`src/rtl/regfile_write_arbiter.sv`:
```
// Write-port sequencer for the 32x32 register file: clears r1..r(NUM_REGS-1)
// after reset, then arbitrates two writeback requesters round-robin onto
// the single registered A3/WD/WE port.
module regfile_write_arbiter #(
    parameter int DATA_W   = 32,
    parameter int ADDR_W   = 5,
    parameter int NUM_REGS = 32,
    parameter int CNT_W    = 16
) (
    input  logic              Clk,
    input  logic              Rst_n,
    input  logic              Req0_Valid,
    input  logic [ADDR_W-1:0] Req0_Addr,
    input  logic [DATA_W-1:0] Req0_Data,
    output logic              Req0_Ready,
    input  logic              Req1_Valid,
    input  logic [ADDR_W-1:0] Req1_Addr,
    input  logic [DATA_W-1:0] Req1_Data,
    output logic              Req1_Ready,
    output logic              WE,
    output logic [ADDR_W-1:0] A3,
    output logic [DATA_W-1:0] WD,
    output logic              Grant_Id,
    output logic              Busy,
    output logic [CNT_W-1:0]  Conflict_Cnt
);

    typedef enum logic {
        S_INIT = 1'b0,
        S_RUN  = 1'b1
    } state_t;

    localparam logic [ADDR_W-1:0] LAST_REG = ADDR_W'(NUM_REGS - 1);

    state_t              state_q, state_d;
    logic [ADDR_W-1:0]   clr_cnt_q, clr_cnt_d;
    logic                we_q, we_d;
    logic [ADDR_W-1:0]   a3_q, a3_d;
    logic [DATA_W-1:0]   wd_q, wd_d;
    logic                grant_id_q, grant_id_d;
    logic                busy_q, busy_d;
    logic                rr_ptr_q, rr_ptr_d;
    logic [CNT_W-1:0]    conflict_cnt_q, conflict_cnt_d;

    logic                run;
    logic                ready0, ready1;
    logic                acc0, acc1;
    logic                win_id;
    logic [ADDR_W-1:0]   win_addr;
    logic [DATA_W-1:0]   win_data;

    // Handshake: favoured port wins a tie; a lone valid port is always ready in RUN.
    always_comb begin
        run      = (state_q == S_RUN);
        ready0   = run && (!Req1_Valid || !rr_ptr_q);
        ready1   = run && (!Req0_Valid ||  rr_ptr_q);
        acc0     = Req0_Valid && ready0;
        acc1     = Req1_Valid && ready1;
        win_id   = acc1;
        win_addr = acc1 ? Req1_Addr : Req0_Addr;
        win_data = acc1 ? Req1_Data : Req0_Data;
    end

    // Next-state: INIT walks the clear address, RUN forwards the accepted request.
    always_comb begin
        state_d        = state_q;
        clr_cnt_d      = clr_cnt_q;
        we_d           = 1'b0;
        a3_d           = a3_q;
        wd_d           = wd_q;
        grant_id_d     = grant_id_q;
        busy_d         = busy_q;
        rr_ptr_d       = rr_ptr_q;
        conflict_cnt_d = conflict_cnt_q;
        case (state_q)
            S_INIT: begin
                we_d      = 1'b1;
                a3_d      = clr_cnt_q;
                wd_d      = '0;
                clr_cnt_d = clr_cnt_q + ADDR_W'(1);
                if (clr_cnt_q == LAST_REG) begin
                    state_d = S_RUN;
                    busy_d  = 1'b0;
                end
            end
            default: begin
                if (acc0 || acc1) begin
                    rr_ptr_d = ~win_id;
                    // r0 is hardwired zero: the request is consumed but never written.
                    if (win_addr != '0) begin
                        we_d       = 1'b1;
                        a3_d       = win_addr;
                        wd_d       = win_data;
                        grant_id_d = win_id;
                    end
                end
                if (Req0_Valid && Req1_Valid && (conflict_cnt_q != {CNT_W{1'b1}}))
                    conflict_cnt_d = conflict_cnt_q + CNT_W'(1);
            end
        endcase
    end

    // State and registered outputs; reset aborts any clear or write in flight.
    always_ff @(posedge Clk or negedge Rst_n) begin
        if (!Rst_n) begin
            state_q        <= S_INIT;
            clr_cnt_q      <= ADDR_W'(1);
            we_q           <= 1'b0;
            a3_q           <= '0;
            wd_q           <= '0;
            grant_id_q     <= 1'b0;
            busy_q         <= 1'b1;
            rr_ptr_q       <= 1'b0;
            conflict_cnt_q <= '0;
        end else begin
            state_q        <= state_d;
            clr_cnt_q      <= clr_cnt_d;
            we_q           <= we_d;
            a3_q           <= a3_d;
            wd_q           <= wd_d;
            grant_id_q     <= grant_id_d;
            busy_q         <= busy_d;
            rr_ptr_q       <= rr_ptr_d;
            conflict_cnt_q <= conflict_cnt_d;
        end
    end

    assign Req0_Ready   = ready0;
    assign Req1_Ready   = ready1;
    assign WE           = we_q;
    assign A3           = a3_q;
    assign WD           = wd_q;
    assign Grant_Id     = grant_id_q;
    assign Busy         = busy_q;
    assign Conflict_Cnt = conflict_cnt_q;

endmodule

```
`config.mk`:
```
export PLATFORM = sky130hd
export DESIGN_NAME = regfile_write_arbiter
export DESIGN_NICKNAME = d
export VERILOG_FILES = /design/src/rtl/regfile_write_arbiter.sv
export SDC_FILE = /design/constraint.sdc
export NUM_CORES = 1
export LEC_CHECK = 0
export ABC_AREA = 1
export CAP_MARGIN = 20
export CORE_MARGIN = 1
export CORE_UTILIZATION = 40
export CTS_CLUSTER_DIAMETER = 50
export CTS_CLUSTER_SIZE = 30
export DETAILED_ROUTE_END_ITERATION = 8
export GPL_TIMING_DRIVEN = 0
export PLACE_DENSITY_LB_ADDON = 0.05
export SLEW_MARGIN = 5
export SYNTH_ARGS = -nofsm -noshare
export SYNTH_HDL_FRONTEND = slang
export SYNTH_SLANG_ARGS = --single-unit
```
`constraint.sdc`:
```
create_clock -name Clk -period 1.6 [get_ports Clk]
set_input_delay 0.32 -clock Clk [delete_from_list [all_inputs] [get_ports Clk]]
set_output_delay 0.32 -clock Clk [all_outputs]
set_load 0.005 [all_outputs]
```
==> results of run 1 <==
==> area by class of cell <==
cell class              count  area (um^2)  share of cell area, %
plain buffers              23          204                   3.47
clock buffers              13          159                   2.70
clock inverters             3         65.1                   1.11
inverters                  31          124                   2.11
multi-input cells         350         1900                   32.3
flip-flops and latches     63         1590                   27.0
well taps                 105          131                   2.23
repair buffers            174         1710                   29.1
==> sequential cells by signal (all words and copies together) (netlist names) <==
register,flops
WD,32
Conflict_Cnt,16
A3,5
clr_cnt_q,5
Busy,1
Grant_Id,1
WE,1
rr_ptr_q,1
run,1
==> layer usage <==
layer | global-route usage, % | share of wire [%] | up-vias
met3 | 6.14 | 5.5 | 14
met4 | 7.96 | 1.1 | 0
met2 | 39.0 | 51 | 105
li1 | - | - | 1869
met1 | 28.9 | 42 | 1733
met5 | 0 | 0 | -
==> metrics by stage <==
step	setup slack, ns	hold slack, ns	utilization (%)	power, W	instances
global placement	-1.88	0.473	59.6	0.00345	709
CTS	-0.202	0.108	66.1	0.00527	749
detailed placement	-0.575	0.459	59.6	0.00347	709
global route	-0.270	0.144	70.5	0.00564	762
floorplan	0.0600	0.0244	-	0.00260	469
finish	-0.167	0.0850	70.5	0.00537	762
==> worst max-delay path by stage <==
| stage | endpoint | slack, ns |
|---|---|---|
| 2_1_floorplan | Conflict_Cnt[15]$_DFFE_PN0P_ | 0.06 |
| 3_3_place_gp | WD[20]$_DFFE_PN0P_ | -1.88 |
| 3_5_place_dp | WD[21]$_DFFE_PN0P_ | -0.57 |
| 4_1_cts | WD[25]$_DFFE_PN0P_ | -0.20 |
| 5_1_grt | A3[4]$_DFFE_PN0P_ | -0.27 |
| 6_report | A3[4]$_DFFE_PN0P_ | -0.17 |
==> cell families (layout without fill, tap and decap cells) <==
kind of cell | after synthesis | after routing
and+or+nand+nor | 309 | 309
DFF | 63 | 63
buffers and inverters | 56 | 244
AOI/OAI and AO/OA | 23 | 23
xor gates and xnor gates | 15 | 15
adders and majority gates | 3 | 3
==> timing repair <==
action                     CTS  global route
gates cloned                 4             3
gates resized for setup     53            88
setup buffers               21            12
setup endpoints to repair   61            60
pin swaps                   14            38
==> worst max-delay path, cell delays in order (launching register included) <==
cell	delay, ns
sky130_fd_sc_hd__dfrtp_1	0.41
sky130_fd_sc_hd__inv_2	0.08
sky130_fd_sc_hd__nand2_2	0.10
sky130_fd_sc_hd__nand2_4	0.12
sky130_fd_sc_hd__buf_8	0.14
sky130_fd_sc_hd__nand2_4	0.05
sky130_fd_sc_hd__nand2_4	0.07
sky130_fd_sc_hd__nand3_2	0.10
sky130_fd_sc_hd__o21bai_4	0.19
sky130_fd_sc_hd__buf_12	0.15
sky130_fd_sc_hd__buf_8	0.12
sky130_fd_sc_hd__nand3_2	0.06
sky130_fd_sc_hd__nand2_1	0.10
==> cell usage after synthesis <==
library cell               number
sky130_fd_sc_hd__a21boi_0       1
sky130_fd_sc_hd__a21oi_1        1
sky130_fd_sc_hd__a21oi_2        1
sky130_fd_sc_hd__buf_1          2
sky130_fd_sc_hd__buf_2          6
sky130_fd_sc_hd__buf_4          3
sky130_fd_sc_hd__buf_6          6
sky130_fd_sc_hd__clkbuf_1       8
sky130_fd_sc_hd__dfrtp_1       61
sky130_fd_sc_hd__dfstp_2        2
sky130_fd_sc_hd__ha_1           3
sky130_fd_sc_hd__inv_1         27
sky130_fd_sc_hd__inv_2          3
sky130_fd_sc_hd__inv_4          1
sky130_fd_sc_hd__nand2_1      192
sky130_fd_sc_hd__nand2_2        3
sky130_fd_sc_hd__nand2_4        2
sky130_fd_sc_hd__nand3_1       85
sky130_fd_sc_hd__nand3_2        1
sky130_fd_sc_hd__nand3b_1       2
sky130_fd_sc_hd__nand4_1        4
sky130_fd_sc_hd__nor2_1        10
sky130_fd_sc_hd__nor2_2         1
sky130_fd_sc_hd__nor3_1         8
sky130_fd_sc_hd__o21ai_0       16
sky130_fd_sc_hd__o21ai_1        2
sky130_fd_sc_hd__o21ai_2        1
sky130_fd_sc_hd__o21bai_4       1
sky130_fd_sc_hd__or2_2          1
sky130_fd_sc_hd__xnor2_1        4
sky130_fd_sc_hd__xor2_1        11
==> power by group through the flow <==
stage / Combinational (W) / Sequential, W / Clock, W
4_1_cts: 0.00165 / 0.00201 / 0.00161
6_report: 0.00176 / 0.00203 / 0.00159
2_1_floorplan: 0.000559 / 0.00205 / 0
3_3_place_gp: 0.00140 / 0.00205 / 0
3_5_place_dp: 0.00142 / 0.00205 / 0
5_1_grt: 0.00193 / 0.00205 / 0.00166
==> results.md, run 1 <==
| Stage | Quantity | Reported |
|:---|:---|:---|
| yosys | Share of the synthesized area in the top cell type | 43.7% |
| floorplanning | Core footprint | 0.00834 mm^2 |
| yosys | Multiplexer area fraction after synthesis | 0% |
| global route | GR Util All Layers | 23.3% |
| yosys | Post-Syn Area per Cell | 7.44 um^2 |
| detailed routing | Number of routed nets with antenna violations | 0 |
| critical path | Critical path type | reg -> reg |
| layout | Fillers | 663 |
| detailed routing | DRT Wirelength | 10,700 um |
| critical path | CP startpoint | rr_ptr_q$_DFFE_PN0P_ |
| yosys | Dominant cells by area after synthesis | sky130_fd_sc_hd__dfrtp_1 44%, sky130_fd_sc_hd__nand2_1 21%, sky130_fd_sc_hd__nand3_1 12% |
| sta | Shortest period the worst path allows | 1.77 ns |
| sta | Slew margin rel. | 46.7% |
| power | Internal Power | 0.00382 W |
| sta | Max frequency | 566 MHz |
| placement | Final weighted congestion in routability-driven placement | 0.853 |
| detailed routing | Routed WL per cell | 14.1 um |
| critical path | Startpoint class of the critical path | flip-flop |
| yosys | Unique masters post-synth | 31 |
| layout | Most common cell after layout, fill and taps aside | sky130_fd_sc_hd__nand2_1 |
| yosys | Number of flip-flops and latches in the synthesized netlist | 63 |
| clock tree | CTS Sinks | 63 |
| global route | Maximum number of pins on one net before global-route repair | 64 |
| worst hold path | Tightest Hold Check Type | in -> async |
| floorplanning | Starting density of the core | 41.9% |
| sta | Setup TNS after final layout | -5.44 ns |
| layout | Area Overhead vs Synth | 68.5% |
| detailed routing | Average vias per placed instance | 4.88 |
| floorplanning | Overall die area | 0.00910 mm^2 |
| yosys | Sequential area share after synthesis | 45.2% |
| layout | Antenna Cells | 0 |
| floorplanning | Die boundary width | 95.4 um |
| layout | Nets@finish | 733 |
| power | Static Leakage | 2.97 nW |
| clock tree | Insertion delay of the later-clocked pin in the worst-skew pair | 0.33 ns |
| sta | Pin slew with the least headroom to its limit | 0.799 ns |
| power | Worst IR drop on VDD | 0.000411 V |
| yosys | Post-synthesis xor/xnor area fraction | 3.76% |
| placement | Sum of net half-perimeters after detailed placement | 7110 um |
| detailed routing | First-iteration detailed-routing DRC count | 142 |
| critical path | End of the worst register-to-register path | A3[4]$_DFFE_PN0P_ |
| flow run | Max-capacitance violation count | 0 |
| clock tree | Worst-case clock buffer depth | 2 |
| floorplanning | Die height | 95.4 um |
| critical path | Reg2reg setup slack | -0.17 ns |
| critical path | Critical-path maximum fanout | 7 |
| layout | Final design area excluding fillers | 0.00588 mm^2 |
| power | Switching Fraction | 28.9% |
| layout | Layout cell share with drive strength beyond 1 | 22.1% |
| sta | Final-report max-slew violation count | 0 |
| layout | Most frequent cells in the layout | 175 x sky130_fd_sc_hd__nand2_1, 115 x sky130_fd_sc_hd__clkdlybuf4s50_1, 59 x sky130_fd_sc_hd__nand3_1 |
| detailed routing | Vias | 3,721 |
| clock tree | Count of hold buffers inserted by post-cts repair | 0 |
| yosys | Number of nets produced by synthesis | 550 |
| yosys | Area of the mapped netlist | 0.00349 mm^2 |
| floorplanning | Number of rows created at floorplan | 33 |
| critical path | WP data required | 1.86 ns |
| status | Violations in the final reports | negative setup slack |
| sta | Worst setup slack after layout | -0.167 ns |
| yosys | Number of warnings issued by yosys | 0 |
| clock tree | Clock-pin slew of the registers on the worst-case setup and hold paths | 0.06 ns |
| placement | IO buf count | 135 |
| sta | Count of final setup violators | 39 |
| yosys | Number of instances in the synthesized netlist | 469 |
| power | Power share of the sequential group | 37.7% |
| power | Part of the total power dissipated in the clock network | 29.6% |
| yosys | Share of the synthesized area in compound gates (AO/OA/AOI/OAI) | 3.98% |
| global route | Global-route wire length before repair | 16,300 um |
| critical path | Worst Setup End Kind | flip-flop |
| detailed routing | Detailed-route DRC error count | 0 |
| sta | Number of hold violations in the final report | 0 |
| yosys | Dominant combinational cell family by area after synthesis | simple AND/OR/NAND/NOR gates |
| clock tree | Maximum level of the CTS H-tree | 3 |
| yosys | Cell taking the most area after synthesis | sky130_fd_sc_hd__dfrtp_1 |
| global route | Number of antenna violations at the first check in global routing | 0 |
| critical path | Signal arrival time at the worst endpoint | 2.03 ns |
| clock tree | Root buffer selected by CTS | sky130_fd_sc_hd__clkbuf_8 |
| detailed routing | Drt first pass iters | 6 |
| critical path | Cells on worst reg2reg path | 12 |
| status | Outcome | complete, but fails checks |
| clock tree | CTS tree | built |
| power | Combinational share of power | 32.7% |
| placement | Placed inst area | 0.00497 mm^2 |
| power | Switching power | 0.00155 W |
| yosys | Fraction of the mapped netlist area in simple logic gates | 38.0% |
| global route | Number of global-route vias before repair | 3,499 |
| yosys | Adder-cell area share of the yosys netlist | 1.08% |
| critical path | Start of the worst register-to-register path | rr_ptr_q$_DFFE_PN0P_ |
| global route | Grt total ovfl | 0 |
| floorplanning | Number of ports placed on the die boundary | 136 |
| sta | Unrepaired setup endpoints after global routing | yes |
| clock tree | Total clock buffers created by CTS | 9 |
| sta | Worst-case clock skew | 0.0118 ns |
| power | Pwr Density | 914 mW/mm^2 |
| sta | Share of the clock period used by the worst path | 110% |
No activity file was read; power rests on OpenSTA's default activity.
==> run 2, diff against run 1 <==
--- a/config.mk
+++ b/config.mk
@@ -7,11 +7,14 @@
 export LEC_CHECK = 0
 export ABC_AREA = 1
 export CAP_MARGIN = 20
+export CELL_PAD_IN_SITES_DETAIL_PLACEMENT = 0
+export CELL_PAD_IN_SITES_GLOBAL_PLACEMENT = 1
 export CORE_MARGIN = 1
-export CORE_UTILIZATION = 40
+export CORE_UTILIZATION = 28
 export CTS_CLUSTER_DIAMETER = 50
 export CTS_CLUSTER_SIZE = 30
 export DETAILED_ROUTE_END_ITERATION = 8
+export GPL_ROUTABILITY_DRIVEN = 0
 export GPL_TIMING_DRIVEN = 0
 export PLACE_DENSITY_LB_ADDON = 0.05
 export SLEW_MARGIN = 5
==> run 2 against run 1 <==
  * The run still ends with negative setup slack left
  * First-iteration DRC count is 6.3% higher
  * Non-clock buffer count up 1
  * Sequential power about the same
  * Global-route usage fell by 5.4 points
  * Register-to-register slack improved by 0.03 ns
  * Worst setup slack better by 0.029 ns
  * Clock power grew 28%
  * Via count fell by 1.3%
  * Maximum frequency grew 1.7%
  * Routed wire length increased by 5.7%
==> results.md, run 2 (same netlist as run 1, synthesis figures left out) <==
| Stage | Quantity | Reported |
|:---|:---|:---|
| critical path | WP data required | 1.86 ns |
| sta | Share of the clock period used by the worst path | 109% |
| layout | Most frequent cells in the layout | 149 x sky130_fd_sc_hd__nand2_1, 121 x sky130_fd_sc_hd__clkdlybuf4s50_1, 58 x sky130_fd_sc_hd__dfrtp_1 |
| floorplanning | Number of ports placed on the die boundary | 136 |
| global route | GR Util All Layers | 17.9% |
| clock tree | Root buffer selected by CTS | sky130_fd_sc_hd__clkbuf_16 |
| layout | Area Overhead vs Synth | 81.5% |
| layout | Layout cell share with drive strength beyond 1 | 29.5% |
| floorplanning | Core footprint | 0.0121 mm^2 |
| detailed routing | Drt first pass iters | 4 |
| clock tree | Insertion delay of the later-clocked pin in the worst-skew pair | 0.33 ns |
| global route | Met2 global-route usage | 30.8% |
| worst hold path | Hold depth | 1 |
| sta | Max frequency | 575 MHz |
| sta | Unrepaired setup endpoints after global routing | yes |
| floorplanning | Die height | 114 um |
| placement | IO buf count | 135 |
| power | Part of the total power dissipated in the clock network | 34.0% |
| clock tree | Maximum level of the CTS H-tree | 3 |
| detailed routing | Routed WL per cell | 13.7 um |
| floorplanning | Starting density of the core | 28.9% |
| power | Overall power consumption | 0.00595 W |
| layout | Final cell count without fillers | 826 |
| power | Internal Power | 0.00425 W |
| placement | Setup Slack @ Placement | -0.622 ns |
| critical path | Start of the worst register-to-register path | run$_DFF_PN0_ |
| layout | Nets@finish | 734 |
| sta | Worst-case clock skew | 0.00672 ns |
| detailed routing | First-iteration detailed-routing DRC count | 151 |
| sta | Pin slew with the least headroom to its limit | 0.819 ns |
| clock tree | Worst-case clock buffer depth | 2 |
| clock tree | Total clock buffers created by CTS | 9 |
| global route | Number of global-route vias before repair | 3,710 |
| sta | Count of final setup violators | 40 |
| status | Outcome | complete, but fails checks |
| sta | Worst hold-check slack | 0.484 ns |
| sta | Shortest period the worst path allows | 1.74 ns |
| layout | Final core occ | 52.5% |
| global route | GR met1 Demand/Resource | 21.5% |
| detailed routing | Average vias per placed instance | 4.44 |
| floorplanning | Number of rows created at floorplan | 40 |
| layout | Most common cell after layout, fill and taps aside | sky130_fd_sc_hd__nand2_1 |
| clock tree | CTS tree | built |
| worst hold path | HP Start | Busy$_DFFE_PN1P_ |
| layout | Number of flip-flops under the largest register name | 32 |
| critical path | Signal arrival time at the worst endpoint | 2.00 ns |
| critical path | Worst Setup End Kind | flip-flop |
| power | Combinational share of power | 31.6% |
| global route | Grt total ovfl | 0 |
| floorplanning | Overall die area | 0.0129 mm^2 |
| detailed routing | DRT Wirelength | 11,300 um |
| power | Worst IR drop on VDD | 0.000585 V |
| clock tree | Clock-pin slew of the registers on the worst-case setup and hold paths | 0.05 ns |
| sta | Number of hold violations in the final report | 0 |
| global route | Number of antenna violations at the first check in global routing | 0 |
| global route | GR Util met3 | 4.57% |
| placement | Cells after DPL | 773 |
| power | Power share of the sequential group | 34.3% |
| detailed routing | Vias | 3,671 |
| power | Switching Fraction | 28.5% |
| critical path | Startpoint class of the critical path | flip-flop |
| critical path | Critical-path maximum fanout | 6 |
| detailed routing | Number of routed nets with antenna violations | 0 |
| sta | Slew margin rel. | 45.4% |
| worst hold path | Tightest Hold Check Type | reg -> reg |
| status | Violations in the final reports | negative setup slack |
| floorplanning | Die boundary width | 114 um |
| power | Static Leakage | 3.05 nW |
| global route | Global-route wire length before repair | 18,100 um |
| power | Switching power | 0.00170 W |
| critical path | Critical path type | reg -> reg |
| layout | Antenna Cells | 0 |
| global route | Global-route layer with the greatest usage | met2 |
| sta | Worst setup slack after layout | -0.138 ns |
| detailed routing | Detailed-route DRC error count | 0 |
| clock tree | CTS Sinks | 63 |
| global route | Maximum number of pins on one net before global-route repair | 64 |
| layout | Fillers | 1,180 |
| critical path | Cells on worst reg2reg path | 13 |
| power | Pwr Density | 939 mW/mm^2 |
| sta | Final-report max-slew violation count | 0 |
| critical path | CP startpoint | run$_DFF_PN0_ |
| placement | Sum of net half-perimeters after detailed placement | 7830 um |
| flow run | Max-capacitance violation count | 0 |
[run 2: cell count changes in the layout (fill, tap and decap cells not counted), sizes merged]
| cell | change |
|---|---|
| clkbuf | +3 |
| clkdlybuf4s50 | +6 |
| clkdlybuf4s15 | -1 |
| clkinvlp | +1 |
| dlygate4sd3 | +1 |
| bufinv | -1 |
| clkinv | +1 |
| buf | -2 |
| inv | -1 |
| dlymetal6s2s | -5 |
| dlygate4sd2 | -1 |
[run 2: path summary, 6_finish.rpt]
path                                             to  slack (ns)
max                              WD[10]$_DFFE_PN0P_       -0.14
min in group asynchronous      rr_ptr_q$_DFFE_PN0P_        0.52
max in group asynchronous  clr_cnt_q[0]$_DFFE_PN1N_        0.74
max reg2reg                      WD[10]$_DFFE_PN0P_       -0.14
min reg2reg                        Busy$_DFFE_PN1P_        0.48
min                                Busy$_DFFE_PN1P_        0.48
[run 2: area by class of cell]
| cell class | count | area [um^2] | area share, % |
|---|---|---|---|
| Inverter | 31 | 133 | 2.09 |
| Tap cell | 168 | 210 | 3.32 |
| Sequential cell | 63 | 1580 | 25.0 |
| Buffer | 24 | 215 | 3.40 |
| Timing Repair Buffer | 174 | 1770 | 27.9 |
| Clock inverter | 3 | 40.0 | 0.632 |
| Multi-Input combinational cell | 350 | 2120 | 33.4 |
| Clock buffer | 13 | 270 | 4.27 |
[run 2: power by group through the flow]
stage          Sequential (W)  Clock (W)  Combinational, W
5_1_grt               0.00208    0.00216           0.00206
6_report              0.00204    0.00203           0.00188
3_5_place_dp          0.00206          0           0.00144
3_3_place_gp          0.00206          0           0.00142
4_1_cts               0.00203    0.00210           0.00173
2_1_floorplan         0.00205          0          0.000559
[run 2: stage by stage]
step / cell area (um^2) / TNS, ns
floorplan: 3490 / 0
global placement: 5050 / -156.62
detailed placement: 5080 / -28.24
CTS: 5910 / -7.42
global route: 6330 / -7.38
finish: 6330 / -4.58
[run 2: repair_timing]
item / 4_1_cts / 5_1_grt
endpoints found under the setup margin: 60 / 56
gates cloned: 7 / 2
setup buffers: 17 / 12
pin swaps: 30 / 53
hold buffers: 1 / 0
hold endpoints to repair: 3 / 0
gates resized for setup: 86 / 109
[run 2: routing by layer]
layer	part of all wire (%)	wire length (um)
met5	0	0
met4	1.3	153
met3	5.1	578
met2	50	5670
met1	44	4940
[run 2: worst max-delay path: stages (launching register included)]
cell                       delay [ns]
sky130_fd_sc_hd__dfrtp_1         0.40
sky130_fd_sc_hd__buf_8           0.13
sky130_fd_sc_hd__nand2_4         0.06
sky130_fd_sc_hd__inv_6           0.04
sky130_fd_sc_hd__nand2_8         0.07
sky130_fd_sc_hd__buf_8           0.13
sky130_fd_sc_hd__nand2_4         0.06
sky130_fd_sc_hd__nand2_4         0.08
sky130_fd_sc_hd__nand2_4         0.06
sky130_fd_sc_hd__o21bai_4        0.17
sky130_fd_sc_hd__buf_8           0.17
sky130_fd_sc_hd__buf_8           0.14
sky130_fd_sc_hd__nand3_2         0.06
sky130_fd_sc_hd__nand2_1         0.10
